### config.mk
export PLATFORM = sky130hd
export DESIGN_NAME = updown_counter_param
export DESIGN_NICKNAME = d
export VERILOG_FILES = /design/src/rtl/updown_counter_param.sv
export SDC_FILE = /design/constraint.sdc
export NUM_CORES = 1
export LEC_CHECK = 0
export ABC_AREA = 1
export BUFFER_PORTS_ARGS = -buffer_cell sky130_fd_sc_hd__buf_2
export CORE_MARGIN = 1.5
export CORE_UTILIZATION = 50
export DETAILED_ROUTE_END_ITERATION = 8
export PLACE_DENSITY = 0.74
export SETUP_SLACK_MARGIN = 0.4
export SLEW_MARGIN = 20
export SYNTH_ARGS = -nofsm -noshare
export SYNTH_HDL_FRONTEND = slang
export SYNTH_SLANG_ARGS = --single-unit
### constraint.sdc
create_clock -name clk -period 4.03 [get_ports clk]
set_input_delay 1.209 -clock clk [delete_from_list [all_inputs] [get_ports clk]]
set_output_delay 1.209 -clock clk [all_outputs]
set_load 0.05 [all_outputs]
### src/rtl/updown_counter_param.sv
// Parametrised up/down counter with programmable step, runtime bounds, and
// wrap/saturate bound policy; flags a one-cycle tc pulse and sticky ovf/udf.
module updown_counter_param #(
  parameter int               WIDTH     = 8,
  parameter logic [WIDTH-1:0] RESET_VAL = '0
) (
  input  logic             clk,
  input  logic             rst,
  input  logic             en,
  input  logic             up,
  input  logic [WIDTH-1:0] step,
  input  logic             mode,
  input  logic [WIDTH-1:0] lo,
  input  logic [WIDTH-1:0] hi,
  input  logic             load,
  input  logic [WIDTH-1:0] loadin,
  input  logic             clr_flags,
  output logic [WIDTH-1:0] y,
  output logic             tc,
  output logic             ovf,
  output logic             udf
);

  logic [WIDTH-1:0] y_q, y_d;
  logic             tc_q, tc_d;
  logic             ovf_q, ovf_d;
  logic             udf_q, udf_d;

  logic [WIDTH:0]   sum;
  logic [WIDTH:0]   diff;
  logic             counting;
  logic             step_nz;
  logic             ovf_evt;
  logic             udf_evt;

  // Both directions are computed one bit wider so carry/borrow fall out naturally.
  assign sum      = {1'b0, y_q} + {1'b0, step};
  assign diff     = {1'b0, y_q} - {1'b0, step};
  assign counting = en && !load;
  assign step_nz  = (step != '0);

  assign ovf_evt = counting && step_nz && up && (sum > {1'b0, hi});
  assign udf_evt = counting && step_nz && !up &&
                   !((y_q >= step) && (diff[WIDTH-1:0] >= lo));

  always_comb begin
    y_d = y_q;
    if (load) begin
      y_d = loadin;
    end else if (ovf_evt) begin
      y_d = mode ? hi : lo;
    end else if (udf_evt) begin
      y_d = mode ? lo : hi;
    end else if (counting) begin
      y_d = up ? sum[WIDTH-1:0] : diff[WIDTH-1:0];
    end
  end

  // Setting an event flag overrides a simultaneous clear.
  always_comb begin
    tc_d  = ovf_evt || udf_evt;
    ovf_d = (ovf_q && !clr_flags) || ovf_evt;
    udf_d = (udf_q && !clr_flags) || udf_evt;
  end

  always_ff @(posedge clk) begin
    if (rst) begin
      y_q   <= RESET_VAL;
      tc_q  <= 1'b0;
      ovf_q <= 1'b0;
      udf_q <= 1'b0;
    end else begin
      y_q   <= y_d;
      tc_q  <= tc_d;
      ovf_q <= ovf_d;
      udf_q <= udf_d;
    end
  end

  assign y   = y_q;
  assign tc  = tc_q;
  assign ovf = ovf_q;
  assign udf = udf_q;

endmodule
* Word-level counts from Yosys, hierarchy flattened
Cells that the tools add are included.
Storage, ports and cells: register bits 11, bits of input ports 39, output and inout bits 11, word-level logic and storage cells 34
Cells by class: add/sub/neg operators 2, order comparisons 3, muxes and demuxes 7, reductions and logical operators 18
Operators with widths (number):
- 2-to-1 mux 8 bit | 7
- greater-or-equal comparator 8 bit | 2
- adder 8 x 8 -> 9 bit | 1
- > comparator 9 x 8 -> 1 bit | 1
- logical AND 1 bit | 9
- nonzero test 8 bit | 1
- subtractor 8 bit | 1
- zero test 1 bit | 4
- nonzero test 4 bit | 1
- logical OR 1 bit | 3

* Depth between registers and ports, before layout
Gate-level depths: netlist (run 1).
depth after elaboration 8, depth in mapped cells 24, depth with buffers taken out 22

* Worst setup path before layout (run 1)
OpenSTA, ideal clock, no wires.
path kind input to register, from input step[0], to register y_q[7], in the netlist y[7], setup time 0.130 ns, arrival time 3.284 ns, data required time 3.900 ns, setup slack 0.616 ns, stages 19, path buffers 1, cells stage by stage ha_1 fa_1 nand3_1 nand3_1 nand2_1 nand2_1 ha_1 a21o_1 a21oi_1 nand2_1 nand2_1 nand2_2 nand2_2 buf_6 nand2_1 nor2_1 nor2_1 nor2_1 nor2_1
On the way: longest elaborated chain between the ends 8, elaborated cells between the ends (all ways) 19
Ends and longest elaborated chain:
- start: declaration | line 11 | input logic [WIDTH-1:0] step,
- subtractor 8 bit | line 38 | assign diff = {1'b0, y_q} - {1'b0, step};
- greater-or-equal comparator 8 bit | line 44 | !((y_q >= step) && (diff[WIDTH-1:0] >= lo));
- logical AND 1 bit | line 44
- zero test 1 bit | line 44
- logical AND 1 bit | line 43 | assign udf_evt = counting && step_nz && !up &&
- 2-to-1 mux 8 bit | line 52 | end else if (udf_evt) begin
- 2-to-1 mux 8 bit | line 50 | end else if (ovf_evt) begin
- 2-to-1 mux 8 bit | line 48 | if (load) begin
- end signal: assignment | line 73 | y_q <= y_d;
- end: declaration | line 24 | logic [WIDTH-1:0] y_q, y_d;
Several ways; a longest one is shown, not always the timed one. The select of a mux whose other input is x is not followed. A chain may end at the register's enable or synchronous reset.

* Worst setup path after layout (run 1)
from input step[0], to register y_q[3], in the netlist y[3]
Same word-level chain as after synthesis.

==> flow_metrics.tcl, run 1 <==
set metrics [dict create \
    synth_area_leaders "nand2_1 (20%), ha_1 (17%), inv_1 (9.6%)" \
    via_per_inst 5.37 \
    cts_hold_buf 0 \
    cts.clk_slew.worst_paths_ns 0.05 \
    clockBufferDepth 2 \
    rows 24 \
    drt_iter0_drc 229 \
    grt_pass1_vias 2295 \
    vias 2593 \
    yosysWarnings 0 \
    design_area_um2 2740 \
    antenna_left 0 \
    grt_max_degree 33 \
    drive_gt1_frac 0.248 \
    die_area_um2 5010 \
    place_inst 476 \
    overflow 0 \
    worstMarginPinSlew_ns 0.484 \
    hold_ws_ns 0.457 \
    h-tree-depth 1 \
    worst_path_max_delay_cell "fa_2" \
    synthToLayoutAreaGrowth_pct 19.0 \
    startpoint_type "primary input" \
    critPathBufInv 1 \
    final-hold-violation-count 0 \
    worstPathArrival_ns 3.56 \
    cts-buffers-inserted 3 \
    peakVddDrop_uv 106 \
    synth_cell_types 38 \
    fmaxAchievable_mhz 291 \
    synth_most_common_cell "nand2_1" \
    drv_slew 0 \
    cp_slowest_stage_delay_ns 0.40 \
    die_w_um 70.8 \
    rsz0062_at_grt "false" \
    finalSetupViolCount 0 \
    grt_util_all_layers 0.263 \
    fin_util 0.624 \
    layout.nets 505 \
    synthTopCellsByCount "nand2_1 (125), inv_1 (59), nand3_1 (38), ha_1 (32)" \
    worst_setup_path_end_kind "register" \
    drt-wirelength-per-cell_um 13.9 \
    skew_ns 0.00367 \
    synth-edff-count 0 \
    syn_nets 459 \
    port_buffers 49 \
    period_share 0.852 \
    cts_tree "built" \
    antenna_found_initial 0 \
    ys_seq_area_frac 0.0958 \
    num_io_pins 50 \
    drc 0 \
    relSlewSlack 0.676 \
    async_reset_ff_frac 0 \
    core_area_um2 4380 \
    dpl.hpwl_um 5530 \
    worst_ep_required_time_ns 4.16 \
    powerDensity_nw_per_um2 264 \
    cap_violations 0 \
    final_cells 483 \
    die-height_um 70.8 \
    synth_ff_type "dfxtp_1" \
    finalWeightedCongestion 0.943 \
    cpMostUsedCell "nand2_1" \
    worstPathMaxFanout 5 \
    hold_path_class "register to register" \
    grt_pass1_wl_um 10500 \
    period_minus_slack_ns 3.43 \
    synth_cells 386 \
    power.leakage_nw 1.59 \
    start_util 0.524 \
    num_antenna_cells 0 \
    first_pass_iters 5 \
    synth_area_um2 2300 \
    crit_family "simple AND/OR/NAND/NOR gates" \
    synth_top_area_share 0.204 \
    clkSinkCount 11 \
    fillers 447 \
    status "complete, no violations" \
    cts-root-buf "clkbuf_8" \
    clock_latency_ns 0.25 \
    crit_chain "buf_2, ha_2, fa_2, nand2_2, nand2_1, nand2_1, nand2_2, ha_4, nand2_2, nor2_2, nand2_1, nand3_1, nand2_1, nand2_1, nand2_1, nand2_2, nand2_2, nand3_1, nand2_1, nand2_1, a21oi_2" \
    place_area_um2 2530 \
    synth_top_area_cell "nand2_1" \
    synth.avg_cell_area_um2 5.95 \
    ys_seq_elements 11 \
    routed_wirelength_um 6710 \
    crit_type "primary input to register" \
    tns_ns 0 \
]
cells in the final DEF (no fill, tap or decap), types with 2 or more instances in the layout:
cell | Yosys | routed
a21oi_1 | 15 | 14
nand3_2 | 3 | 5
buf_4 | 1 | 2
a21oi_2 | 6 | 7
a21o_1 | 4 | 4
clkbuf_8 | 0 | 3
ha_4 | 0 | 6
fa_2 | 0 | 2
o21ai_0 | 18 | 18
nor2_1 | 18 | 15
inv_2 | 6 | 7
inv_1 | 59 | 57
nand2_1 | 125 | 121
nand4_1 | 8 | 8
xor2_1 | 3 | 2
nand3_1 | 38 | 36
ha_2 | 0 | 2
buf_2 | 1 | 49
ha_1 | 32 | 24
nand2_4 | 1 | 2
nor2_2 | 1 | 3
dfxtp_1 | 11 | 11
a22oi_1 | 5 | 5
nand2_2 | 6 | 10
final timing paths:
kind                               from   end  slack (ns)  cells after the start
worst min register to register      udf   udf        0.46                      2
worst min-delay path                udf   udf        0.46                      2
worst max-delay path            step[0]  y[3]        0.60                     21
worst max register to register     y[1]  y[4]        1.25                     20
metrics by stage:
| step | setup WS, ns | power [mW] |
|---|---|---|
| 2_1_floorplan | 0.616 | 0.459 |
| 3_3_place_gp | 0.0411 | 0.557 |
| 3_5_place_dp | -0.0153 | 0.561 |
| 4_1_cts | 0.404 | 0.677 |
| 5_1_grt | 0.394 | 0.780 |
| 6_report | 0.597 | 0.721 |
report_power, final:
group / switching [mW] / internal [mW]
Clock: 0.0435 / 0.0696
Combinational: 0.299 / 0.176
Sequential: 0.0152 / 0.118
registers in the layout, summed over array words and instances, names as in the netlist:
name / cells
udf: 1
y: 8
tc: 1
ovf: 1
repair_timing:
item                                    CTS  global route
pin swaps                                 0             5
endpoints found under the hold margin     0             0
buffers inserted                          0             2
gates resized for setup                   5            25
cloned                                    0             1
endpoints found under the setup margin    7            10
area by class of cell:
cell class / count / area, um^2 / area share
multi-input combinational: 299 / 1890 / 0.691
timing repair buffer: 51 / 260 / 0.0952
inverter: 66 / 255 / 0.0933
sequential: 11 / 220 / 0.0805
tap: 52 / 65.1 / 0.0238
clock buffer: 4 / 45.0 / 0.0165
cells by family after synthesis:
family	Yosys count	share of synthesized area
AO/OA/AOI/OAI	53	0.145
XOR/XNOR	4	0.0152
adder cells (fa/ha/maj)	34	0.192
buffers and inverters	77	0.143
flip-flops	11	0.0958
multiplexers	1	0.00436
AND/OR/NAND/NOR	206	0.404
per-layer routing:
layer | up-vias | part of all wire | global-route usage
met5 | - | 0 | 0
met4 | 0 | 0.015 | 0.0671
met3 | 7 | 0.055 | 0.0142
met2 | 91 | 0.48 | 0.466
met1 | 1170 | 0.45 | 0.349
li1 | 1325 | - | -
worst min-delay path, stage by stage, from the launching register on:
cell	delay, ns
dfxtp_1	0.30
nand2_1	0.06
a21oi_1	0.05
Power figures use the tool's default switching activity.
==> inputs of run 2 (changes only) <==
ABC_CLOCK_PERIOD_IN_PS = 3770   (was default)
clock period = 3.77 ns   (was 4.03 ns; I/O delays follow)
==> run 2 against run 1 <==
Cell area is 16% higher. Die area stayed put. Cell count is 2.9% higher. Sequential share of layout area is 1.1 points lower. Combinational power is 37% higher. Via count is 4.5% higher. Sequential power is 8% higher. Highest routed layer unchanged. Flip-flop and latch count stayed put. First-iteration DRC count is 5.7% lower. Largest cell class unchanged. Clock-buffer cell count stayed put. Non-clock buffer count is 15 higher. Utilization is 10 points higher.
==> flow_metrics.tcl, run 2 (same netlist as run 1, synthesis figures left out) <==
set metrics [dict create \
    status "complete, no violations" \
    grt_util_all_layers 0.268 \
    grt_pass1_vias 2405 \
    first_pass_iters 8 \
    place_inst 485 \
    antenna_left 0 \
    port_buffers 49 \
    layout_commonest_cell "nand2_1" \
    swShare 0.493 \
    skew_ns 0.00276 \
    cts_hold_buf 0 \
    grt_max_degree 33 \
    core_area_um2 4380 \
    worst_ep_required_time_ns 3.89 \
    clockBufferDepth 2 \
    cap_violations 0 \
    die_area_um2 5010 \
    hold_path_class "register to register" \
    h-tree-depth 1 \
    cts.clk_slew.worst_paths_ns 0.05 \
    crit_type "primary input to register" \
    worstMarginPinSlew_ns 0.476 \
    finalSetupViolCount 0 \
    final_cells 497 \
    drc 0 \
    cts-buffers-inserted 3 \
    drive_gt1_frac 0.396 \
    peakVddDrop_uv 134 \
    routed_wirelength_um 7500 \
    clock_latency_ns 0.23 \
    antenna_found_initial 0 \
    power.leakage_nw 1.72 \
    intPower_mw 0.462 \
    die_w_um 70.8 \
    relSlewSlack 0.681 \
    finalWeightedCongestion 0.962 \
    tns_ns 0 \
    startpoint_type "primary input" \
    drt_iter0_drc 216 \
    design_area_um2 3190 \
    seq_power_share 0.157 \
    fin_util 0.727 \
    die-height_um 70.8 \
    clkSinkCount 11 \
    drv_slew 0 \
    fmaxAchievable_mhz 300 \
    num_io_pins 50 \
    p_sw_mw 0.449 \
    period_minus_slack_ns 3.33 \
    mostFrequentLayoutCells "nand2_1 (104), inv_1 (49), buf_2 (46), nand2_2 (25), nand3_1 (25)" \
    overflow 0 \
    largest_register_ffs 8 \
    final-hold-violation-count 0 \
    synthToLayoutAreaGrowth_pct 38.6 \
    p_total_mw 0.911 \
    num_antenna_cells 0 \
    worstPathArrival_ns 3.46 \
    grt_pass1_wl_um 10800 \
    worst_setup_path_end_kind "register" \
    rsz0062_at_grt "true" \
    vias 2710 \
    cts-root-buf "clkbuf_8" \
    dpl.hpwl_um 5680 \
    rows 24 \
    layout.nets 519 \
    worstPathMaxFanout 5 \
    share_comb_of_total_power 0.714 \
    powerDensity_nw_per_um2 286 \
    place_area_um2 2600 \
    via_per_inst 5.45 \
    p_clk_frac 0.129 \
    cts_tree "built" \
    period_share 0.885 \
    start_util 0.524 \
    drt-wirelength-per-cell_um 15.1 \
]
run 2: timing repair:
action                     4_1_cts  5_1_grt
hold endpoints to repair         0        0
pin swaps                        4       50
gates resized for setup         18       87
setup buffers                    0        8
setup endpoints to repair        8       10
run 2: per-layer routing:
metal  up-vias  share of wire  GRT usage
met5         -              0          0
met4         0          0.022     0.0671
met3        14          0.059     0.0242
met2       111           0.50      0.475
met1      1233           0.42      0.350
li1       1352              -          -
run 2: final cells by class:
type / count / area (um^2)
multi-input combinational: 298 / 2190
fill: 376 / 1200
inverter: 66 / 258
clock buffer: 4 / 45.0
tap: 52 / 65.1
timing repair buffer: 66 / 410
sequential: 11 / 220
run 2: final timing paths:
kind	from	end	slack [ns]	cells past startpoint
max	step[2]	y[7]	0.44	22
min	ovf	ovf	0.46	2
max reg2reg	y[0]	y[7]	0.96	18
min reg2reg	ovf	ovf	0.46	2
run 2: through the flow:
stage | worst slack (ns) | hold slack, ns
floorplan | 0.434 | 0.684
global placement | 0.0663 | 0.451
detailed placement | -0.00362 | 0.459
CTS | 0.402 | 0.466
global route | 0.297 | 0.488
finish | 0.435 | 0.462
run 2: worst max-delay path, cell delays in order:
cell and delay [ns]:
buf_4 0.10, inv_2 0.04, ha_4 0.29, nand2_1 0.07
nand2_1 0.11, inv_2 0.05, nand2_2 0.11, xor2_2 0.19
inv_1 0.10, ha_4 0.22, nand2_1 0.07, inv_1 0.06
nand2_1 0.07, nand2_1 0.05, nand2_1 0.09, nand3_4 0.13
a21oi_4 0.24, nor2_2 0.06, nor2_1 0.12, nor2_1 0.05
nor2_1 0.08, nor2_1 0.04
run 2: power groups by stage:
stage | combinational [mW] | clock [mW] | sequential [mW]
floorplan | 0.322 | 0 | 0.169
global placement | 0.468 | 0 | 0.141
detailed placement | 0.475 | 0 | 0.141
CTS | 0.496 | 0.120 | 0.140
global route | 0.706 | 0.123 | 0.144
finish | 0.650 | 0.117 | 0.143
